`src/rtl/seg7_pkg.sv`:
```
// Shared definitions for the 7-segment capture block: the segment pattern
// type, the canonical hex glyphs in {A,B,C,D,E,F,G} order and the
// capture FSM state encoding.
package seg7_pkg;

  typedef logic [6:0] seg_t;

  typedef enum logic [1:0] {
    IDLE  = 2'd0,
    TRACK = 2'd1,
    HELD  = 2'd2
  } state_e;

  localparam seg_t SEG_0 = 7'b1111110;
  localparam seg_t SEG_1 = 7'b0110000;
  localparam seg_t SEG_2 = 7'b1101101;
  localparam seg_t SEG_3 = 7'b1111001;
  localparam seg_t SEG_4 = 7'b0110011;
  localparam seg_t SEG_5 = 7'b1011011;
  localparam seg_t SEG_6 = 7'b1011111;
  localparam seg_t SEG_7 = 7'b1110000;
  localparam seg_t SEG_8 = 7'b1111111;
  localparam seg_t SEG_9 = 7'b1111011;
  localparam seg_t SEG_A = 7'b1110111;
  localparam seg_t SEG_B = 7'b0011111;
  localparam seg_t SEG_C = 7'b1001110;
  localparam seg_t SEG_D = 7'b0111101;
  localparam seg_t SEG_E = 7'b1001111;
  localparam seg_t SEG_F = 7'b1000111;

endpackage

```
`src/rtl/seg7_pattern_decode.sv`:
```
// Combinational inverse of the hex-to-segment table. Any pattern that is
// not one of the sixteen glyphs (blank included) is reported as illegal
// and yields nibble 0.
module seg7_pattern_decode
  import seg7_pkg::*;
(
  input  seg_t       seg,
  output logic       legal,
  output logic [3:0] nibble
);

  // Map a glyph back to its hex value.
  always_comb begin
    legal  = 1'b1;
    nibble = 4'h0;
    case (seg)
      SEG_0:   nibble = 4'h0;
      SEG_1:   nibble = 4'h1;
      SEG_2:   nibble = 4'h2;
      SEG_3:   nibble = 4'h3;
      SEG_4:   nibble = 4'h4;
      SEG_5:   nibble = 4'h5;
      SEG_6:   nibble = 4'h6;
      SEG_7:   nibble = 4'h7;
      SEG_8:   nibble = 4'h8;
      SEG_9:   nibble = 4'h9;
      SEG_A:   nibble = 4'hA;
      SEG_B:   nibble = 4'hB;
      SEG_C:   nibble = 4'hC;
      SEG_D:   nibble = 4'hD;
      SEG_E:   nibble = 4'hE;
      SEG_F:   nibble = 4'hF;
      default: legal  = 1'b0;
    endcase
  end

endmodule

```
`src/rtl/seg7_scan_capture.sv`:
```
// Receiving end of a multiplexed 7-segment display. Inputs are registered
// once, compared against the previous registered sample, and a digit is
// accepted after STABLE_CNT identical one-hot samples. A frame is published
// with a one-cycle frame_vld_o once every digit has been captured.
// Optional feature macro SEG7_DP_EN: adds the decimal point (dp in, dp_o out)
// to the compared sample and to the captured frame.
// Output handshake: frame_vld_o is a one-cycle strobe with no back-pressure;
// nibble_o/frame_err_o (and dp_o) change only in the cycle it is high and
// hold their value until the next strobe.
module seg7_scan_capture
  import seg7_pkg::*;
#(
  parameter int NUM_DIGITS = 4,
  parameter int STABLE_CNT = 3
) (
  input  logic                    clk,
  input  logic                    rst_n,
  input  logic [NUM_DIGITS-1:0]   an,
  input  seg_t                    seg,
`ifdef SEG7_DP_EN
  input  logic                    dp,
  output logic [NUM_DIGITS-1:0]   dp_o,
`endif
  output logic [4*NUM_DIGITS-1:0] nibble_o,
  output logic                    frame_vld_o,
  output logic                    frame_err_o,
  output state_e                  state_dbg_o
);

  localparam int CW = $clog2(STABLE_CNT + 1);

  // Sample pipeline: current registered sample and the one before it.
  logic [NUM_DIGITS-1:0] an_d, an_q, an_p_d, an_p_q;
  seg_t                  seg_d, seg_q, seg_p_d, seg_p_q;
  logic                  dp_cur, dp_prev;

  state_e                  state_d, state_q;
  logic [CW-1:0]           cnt_d, cnt_q;
  logic [NUM_DIGITS-1:0]   captured_d, captured_q;
  logic [4*NUM_DIGITS-1:0] staging_d, staging_q;
  logic                    err_flag_d, err_flag_q;
  logic [4*NUM_DIGITS-1:0] nibble_d, nibble_q;
  logic                    frame_vld_d, frame_vld_q;
  logic                    frame_err_d, frame_err_q;

  logic       one_hot, changed, capture, legal, frame_full;
  logic [3:0] dec_nibble;

`ifdef SEG7_DP_EN
  logic                  dp_d, dp_q, dp_p_d, dp_p_q;
  logic [NUM_DIGITS-1:0] dp_stg_d, dp_stg_q, dp_out_d, dp_out_q;
  assign dp_cur  = dp_q;
  assign dp_prev = dp_p_q;
  assign dp_o    = dp_out_q;
`else
  assign dp_cur  = 1'b0;
  assign dp_prev = 1'b0;
`endif

  seg7_pattern_decode u_decode (
    .seg    (seg_q),
    .legal  (legal),
    .nibble (dec_nibble)
  );

  // Shift the new sample in and derive the comparison terms.
  always_comb begin
    an_d    = an;
    seg_d   = seg;
    an_p_d  = an_q;
    seg_p_d = seg_q;
`ifdef SEG7_DP_EN
    dp_d    = dp;
    dp_p_d  = dp_q;
`endif
    one_hot = (an_q != '0) && ((an_q & (an_q - 1'b1)) == '0);
    changed = (an_q != an_p_q) || (seg_q != seg_p_q) || (dp_cur != dp_prev);
  end

  // Stability FSM: count identical one-hot samples, capture once per run.
  always_comb begin
    state_d = state_q;
    cnt_d   = cnt_q;
    capture = 1'b0;
    case (state_q)
      IDLE: begin
        if (one_hot) begin
          state_d = TRACK;
          cnt_d   = CW'(1);
        end
      end
      TRACK: begin
        if (!one_hot) begin
          state_d = IDLE;
          cnt_d   = '0;
        end else if (changed) begin
          cnt_d = CW'(1);
        end else begin
          if (cnt_q < CW'(STABLE_CNT)) cnt_d = cnt_q + 1'b1;
          if (cnt_d == CW'(STABLE_CNT)) begin
            capture = 1'b1;
            state_d = HELD;
          end
        end
      end
      HELD: begin
        if (!one_hot) begin
          state_d = IDLE;
          cnt_d   = '0;
        end else if (changed) begin
          state_d = TRACK;
          cnt_d   = CW'(1);
        end
      end
      default: begin
        state_d = IDLE;
        cnt_d   = '0;
      end
    endcase
  end

  // Frame assembly: publish when every digit is captured; a capture in the
  // publishing cycle seeds the next frame.
  always_comb begin
    frame_full  = &captured_q;
    captured_d  = frame_full ? '0 : captured_q;
    err_flag_d  = frame_full ? 1'b0 : err_flag_q;
    staging_d   = staging_q;
    frame_vld_d = frame_full;
    nibble_d    = frame_full ? staging_q : nibble_q;
    frame_err_d = frame_full ? err_flag_q : frame_err_q;
`ifdef SEG7_DP_EN
    dp_stg_d    = dp_stg_q;
    dp_out_d    = frame_full ? dp_stg_q : dp_out_q;
`endif
    if (capture) begin
      captured_d = captured_d | an_q;
      err_flag_d = err_flag_d | ~legal;
      for (int i = 0; i < NUM_DIGITS; i++) begin
        if (an_q[i]) begin
          staging_d[4*i +: 4] = dec_nibble;
`ifdef SEG7_DP_EN
          dp_stg_d[i] = dp_q;
`endif
        end
      end
    end
  end

  // State registers with synchronous active-low reset.
  always_ff @(posedge clk) begin
    if (!rst_n) begin
      an_q        <= '0;
      seg_q       <= '0;
      an_p_q      <= '0;
      seg_p_q     <= '0;
      state_q     <= IDLE;
      cnt_q       <= '0;
      captured_q  <= '0;
      staging_q   <= '0;
      err_flag_q  <= 1'b0;
      nibble_q    <= '0;
      frame_vld_q <= 1'b0;
      frame_err_q <= 1'b0;
`ifdef SEG7_DP_EN
      dp_q        <= 1'b0;
      dp_p_q      <= 1'b0;
      dp_stg_q    <= '0;
      dp_out_q    <= '0;
`endif
    end else begin
      an_q        <= an_d;
      seg_q       <= seg_d;
      an_p_q      <= an_p_d;
      seg_p_q     <= seg_p_d;
      state_q     <= state_d;
      cnt_q       <= cnt_d;
      captured_q  <= captured_d;
      staging_q   <= staging_d;
      err_flag_q  <= err_flag_d;
      nibble_q    <= nibble_d;
      frame_vld_q <= frame_vld_d;
      frame_err_q <= frame_err_d;
`ifdef SEG7_DP_EN
      dp_q        <= dp_d;
      dp_p_q      <= dp_p_d;
      dp_stg_q    <= dp_stg_d;
      dp_out_q    <= dp_out_d;
`endif
    end
  end

  assign nibble_o    = nibble_q;
  assign frame_vld_o = frame_vld_q;
  assign frame_err_o = frame_err_q;
  assign state_dbg_o = state_q;

endmodule

```
`config.mk`:
```
export PLATFORM = sky130hd
export DESIGN_NAME = seg7_scan_capture
export DESIGN_NICKNAME = d
export VERILOG_FILES = /design/src/rtl/seg7_pkg.sv /design/src/rtl/seg7_pattern_decode.sv /design/src/rtl/seg7_scan_capture.sv
export SDC_FILE = /design/constraint.sdc
export NUM_CORES = 1
export LEC_CHECK = 0
export CORE_ASPECT_RATIO = 1.1
export CORE_MARGIN = 3
export CORE_UTILIZATION = 55
export DETAILED_ROUTE_END_ITERATION = 12
export PLACE_DENSITY_LB_ADDON = 0.08
export SYNTH_ARGS = -nofsm -noshare
export SYNTH_HDL_FRONTEND = slang
export SYNTH_SLANG_ARGS = --single-unit
```
`constraint.sdc`:
```
create_clock -name clk -period 1.9 [get_ports clk]
set_input_delay 0.475 -clock clk [delete_from_list [all_inputs] [get_ports clk]]
set_output_delay 0.475 -clock clk [all_outputs]
set_load 0.01 [all_outputs]
```
==> flow_summary.toml <==
[floorplanning]
core-area_sq_mm = 0.00481
die_w_um = 74.7
die_area_sq_mm = 0.00609
initial_core_util = 0.593
io_pins = 33
die_h_um = 81.6
num_rows = 26

[clock_network]
cts_buffers = 9
cts-htree-levels = 3
clock_latency_ns = 0.35
cts.sink_count = 65
clk_pin_slew_ns = 0.08
cts_tree = "yes"
clk_path_buf_depth = 2
clockRootBuffer = "clkbuf_8"

[timing]
maxSlewViolCount = 0
tightest_slew_ns = 0.602
clock_skew_ns = 0.00715
setup_violations = 0
hold_violations = 0
timing.final.crit_share = 0.945
layout_setup_ws_ns = 0.105
max_freq_mhz = 557
max_slew_margin = 0.599
min_period_ns = 1.80

[final_layout]
syn_to_final_growth_pct = 25.9
antennaDiodeCount = 0
drive_above_1_share = 0.159
fin_nets = 360
final_core_util = 0.747

[drt]
via_per_inst = 5.54
drcViolationCount = 0
vias = 2260
drt_pre_antenna_iters = 4
ant_nets = 0
drtIter0Drc = 100
drt-total-wl_um = 5880
wl_per_cell_um = 14.4

[flow_run]
drv_cap = 0

[critical_path]
startpoint = "state_dbg_o[0]"
worstPathRequired_ns = 1.42
path_buf_inv = 1
rrSetupSlack_ns = 0.12
cp_top_family = "buffers and inverters"
crit_chain = "clkdlybuf4s50_1"
cp-start-kind = "flop"
crit_type = "reg -> out"
critPathMaxStageDelay_ns = 0.56
rr_worst_depth = 5
cp.depth = 1
cp_max_fo = 10
r2r_end = "staging_q[11]"
slowest_stage = "clkdlybuf4s50_1"
cp-endpoint = "state_dbg_o[0]"
cp.arrival_ns = 1.32
cp-end-kind = "primary output"
worstReg2RegStart = "seg_p_d[0]"

[placed_design]
numPortBuffers = 32
post-place-ws_ns = 0.0319
place_congestion = 0.880
dp_hpwl_um = 3790

[global_route]
grt_max_degree = 37
grt_usage = 0.220
overflow = 0
grt_pass1_vias = 2112
antenna_found_initial = 0
grt_first_pass_wirelength_um = 10100

[yosys]
synth_seq_cells = 65
syn_avg_cell_area_sq_um = 9.24
yosys.area_share.simple = 0.286
synth_area_sq_mm = 0.00286
synth_top_family_by_area = "simple AND/OR/NAND/NOR gates"
ys_seq_area_frac = 0.456
ys_types = 51
synth_area_leaders = "dfxtp_1 (46%), nand2_1 (8.9%), mux2i_1 (5.6%)"
yosysTopAreaCell = "dfxtp_1"
ys.warnings.count = 0
yosys.cell_count.top_type = "nand2_1"
synth_common_cells = "nand2_1 (68), dfxtp_1 (65), and2_1 (24)"
async_flop_share = 0
muxShareOfSynthArea = 0.0561
synth_top_area_share = 0.456
synth-compound-area-share = 0.128
synth-adder-area-share = 0
synth-main-ff-cell = "dfxtp_1"
synth-xor-area-share = 0.0399
synth_fp_nets = 322
synthCells = 309
synth_edf_count = 0

[power]
power_density_mw_per_mm2 = 893
p_total_uw = 3210
p_leak_uw = 0.00137
irDropWorstVdd_uv = 700

[outcome]
status = "finished, final reports clean"

[hold_path]
hold_class = "reg -> reg"
cell usage in the layout (no fill, tap or decap), types with 4 or more instances in the layout:
master	count
dfxtp_2	7
a21boi_0	17
mux2i_1	16
and3_1	4
buf_4	16
o21ai_0	4
nor2_1	6
xnor2_1	12
nand3_2	4
nand2_1	68
bufinv_16	4
nor3_1	5
a21oi_1	4
clkdlybuf4s50_1	31
and2_1	24
dfxtp_1	58
a21boi_1	5
clkbuf_8	9
per-stage QoR:
step | hold slack [ns] | cells | TNS (ns) | area [sq um]
6_report | 0.461 | 408 | 0 | 3600
5_1_grt | 0.479 | 408 | -0.0190 | 3600
4_1_cts | 0.465 | 406 | 0 | 3550
3_5_place_dp | 0.454 | 390 | 0 | 3280
3_3_place_gp | 0.447 | 390 | 0 | 3280
2_1_floorplan | 0.436 | 309 | 0 | 2860
report_power, final:
part           switching (uW)  internal [uW]
combinational            98.6            112
sequential               40.6           1390
clock                     565           1010
total                     704           2510
sequential cells by signal, summed over array words and instances, names as in the netlist:
| name | cells |
|---|---|
| err_flag_q | 1 |
| an_p_d | 4 |
| staging_q | 16 |
| frame_vld_o | 1 |
| state_dbg_o | 2 |
| seg_p_q | 7 |
| nibble_o | 16 |
| frame_err_o | 1 |
| cnt_q | 2 |
| seg_p_d | 7 |
| captured_q | 4 |
| an_p_q | 4 |
cells by family after synthesis:
logic type / count (synthesis)
and+or+nand+nor: 144
DFF: 65
AOI/OAI and AO/OA: 47
buffers and inverters: 24
muxes: 16
xor gates and xnor gates: 13
layout make-up:
class / instances / area (sq um)
clock buffers: 9 / 124
clock inverters: 7 / 143
repair buffers: 50 / 475
multi-input cells: 220 / 1470
inverters: 1 / 3.75
flip-flops and latches: 65 / 1310
fillers: 380 / 1220
well taps: 56 / 70.1
tightest hold or removal path: cells and delay by family, from the launching register on:
| kind | cells | cell delay [ns] |
|---|---|---|
| DFF | 1 | 0.31 |
| and+or+nand+nor | 1 | 0.04 |
| AOI/OAI and AO/OA | 1 | 0.06 |
routing by layer:
metal / share of wire / vias to the layer above / global-route usage
met5: 0 / - / 0
li1: - / 1136 / -
met3: 0.050 / 15 / 0.0404
met1: 0.46 / 1053 / 0.291
met4: 0.024 / 0 / 0.119
met2: 0.47 / 56 / 0.337
how the worst min path moves through the flow:
stage          slack (ns)  cells after the start           from             to
2_1_floorplan        0.44                      2     err_flag_q    frame_err_o
3_3_place_gp         0.45                      2  staging_q[15]  staging_q[15]
3_5_place_dp         0.45                      2  staging_q[13]  staging_q[13]
4_1_cts              0.47                      2   nibble_o[10]   nibble_o[10]
5_1_grt              0.48                      2   nibble_o[10]   nibble_o[10]
6_report             0.46                      2   nibble_o[10]   nibble_o[10]
repair_timing:
| item | in CTS | in global routing |
|---|---|---|
| endpoints found under the setup margin | 10 | 24 |
| hold buffers | 0 | 0 |
| buffers inserted | 0 | 2 |
| pin swaps | 1 | 2 |
| gates resized for setup | 3 | 6 |
(Power assumes the default switching activity.)
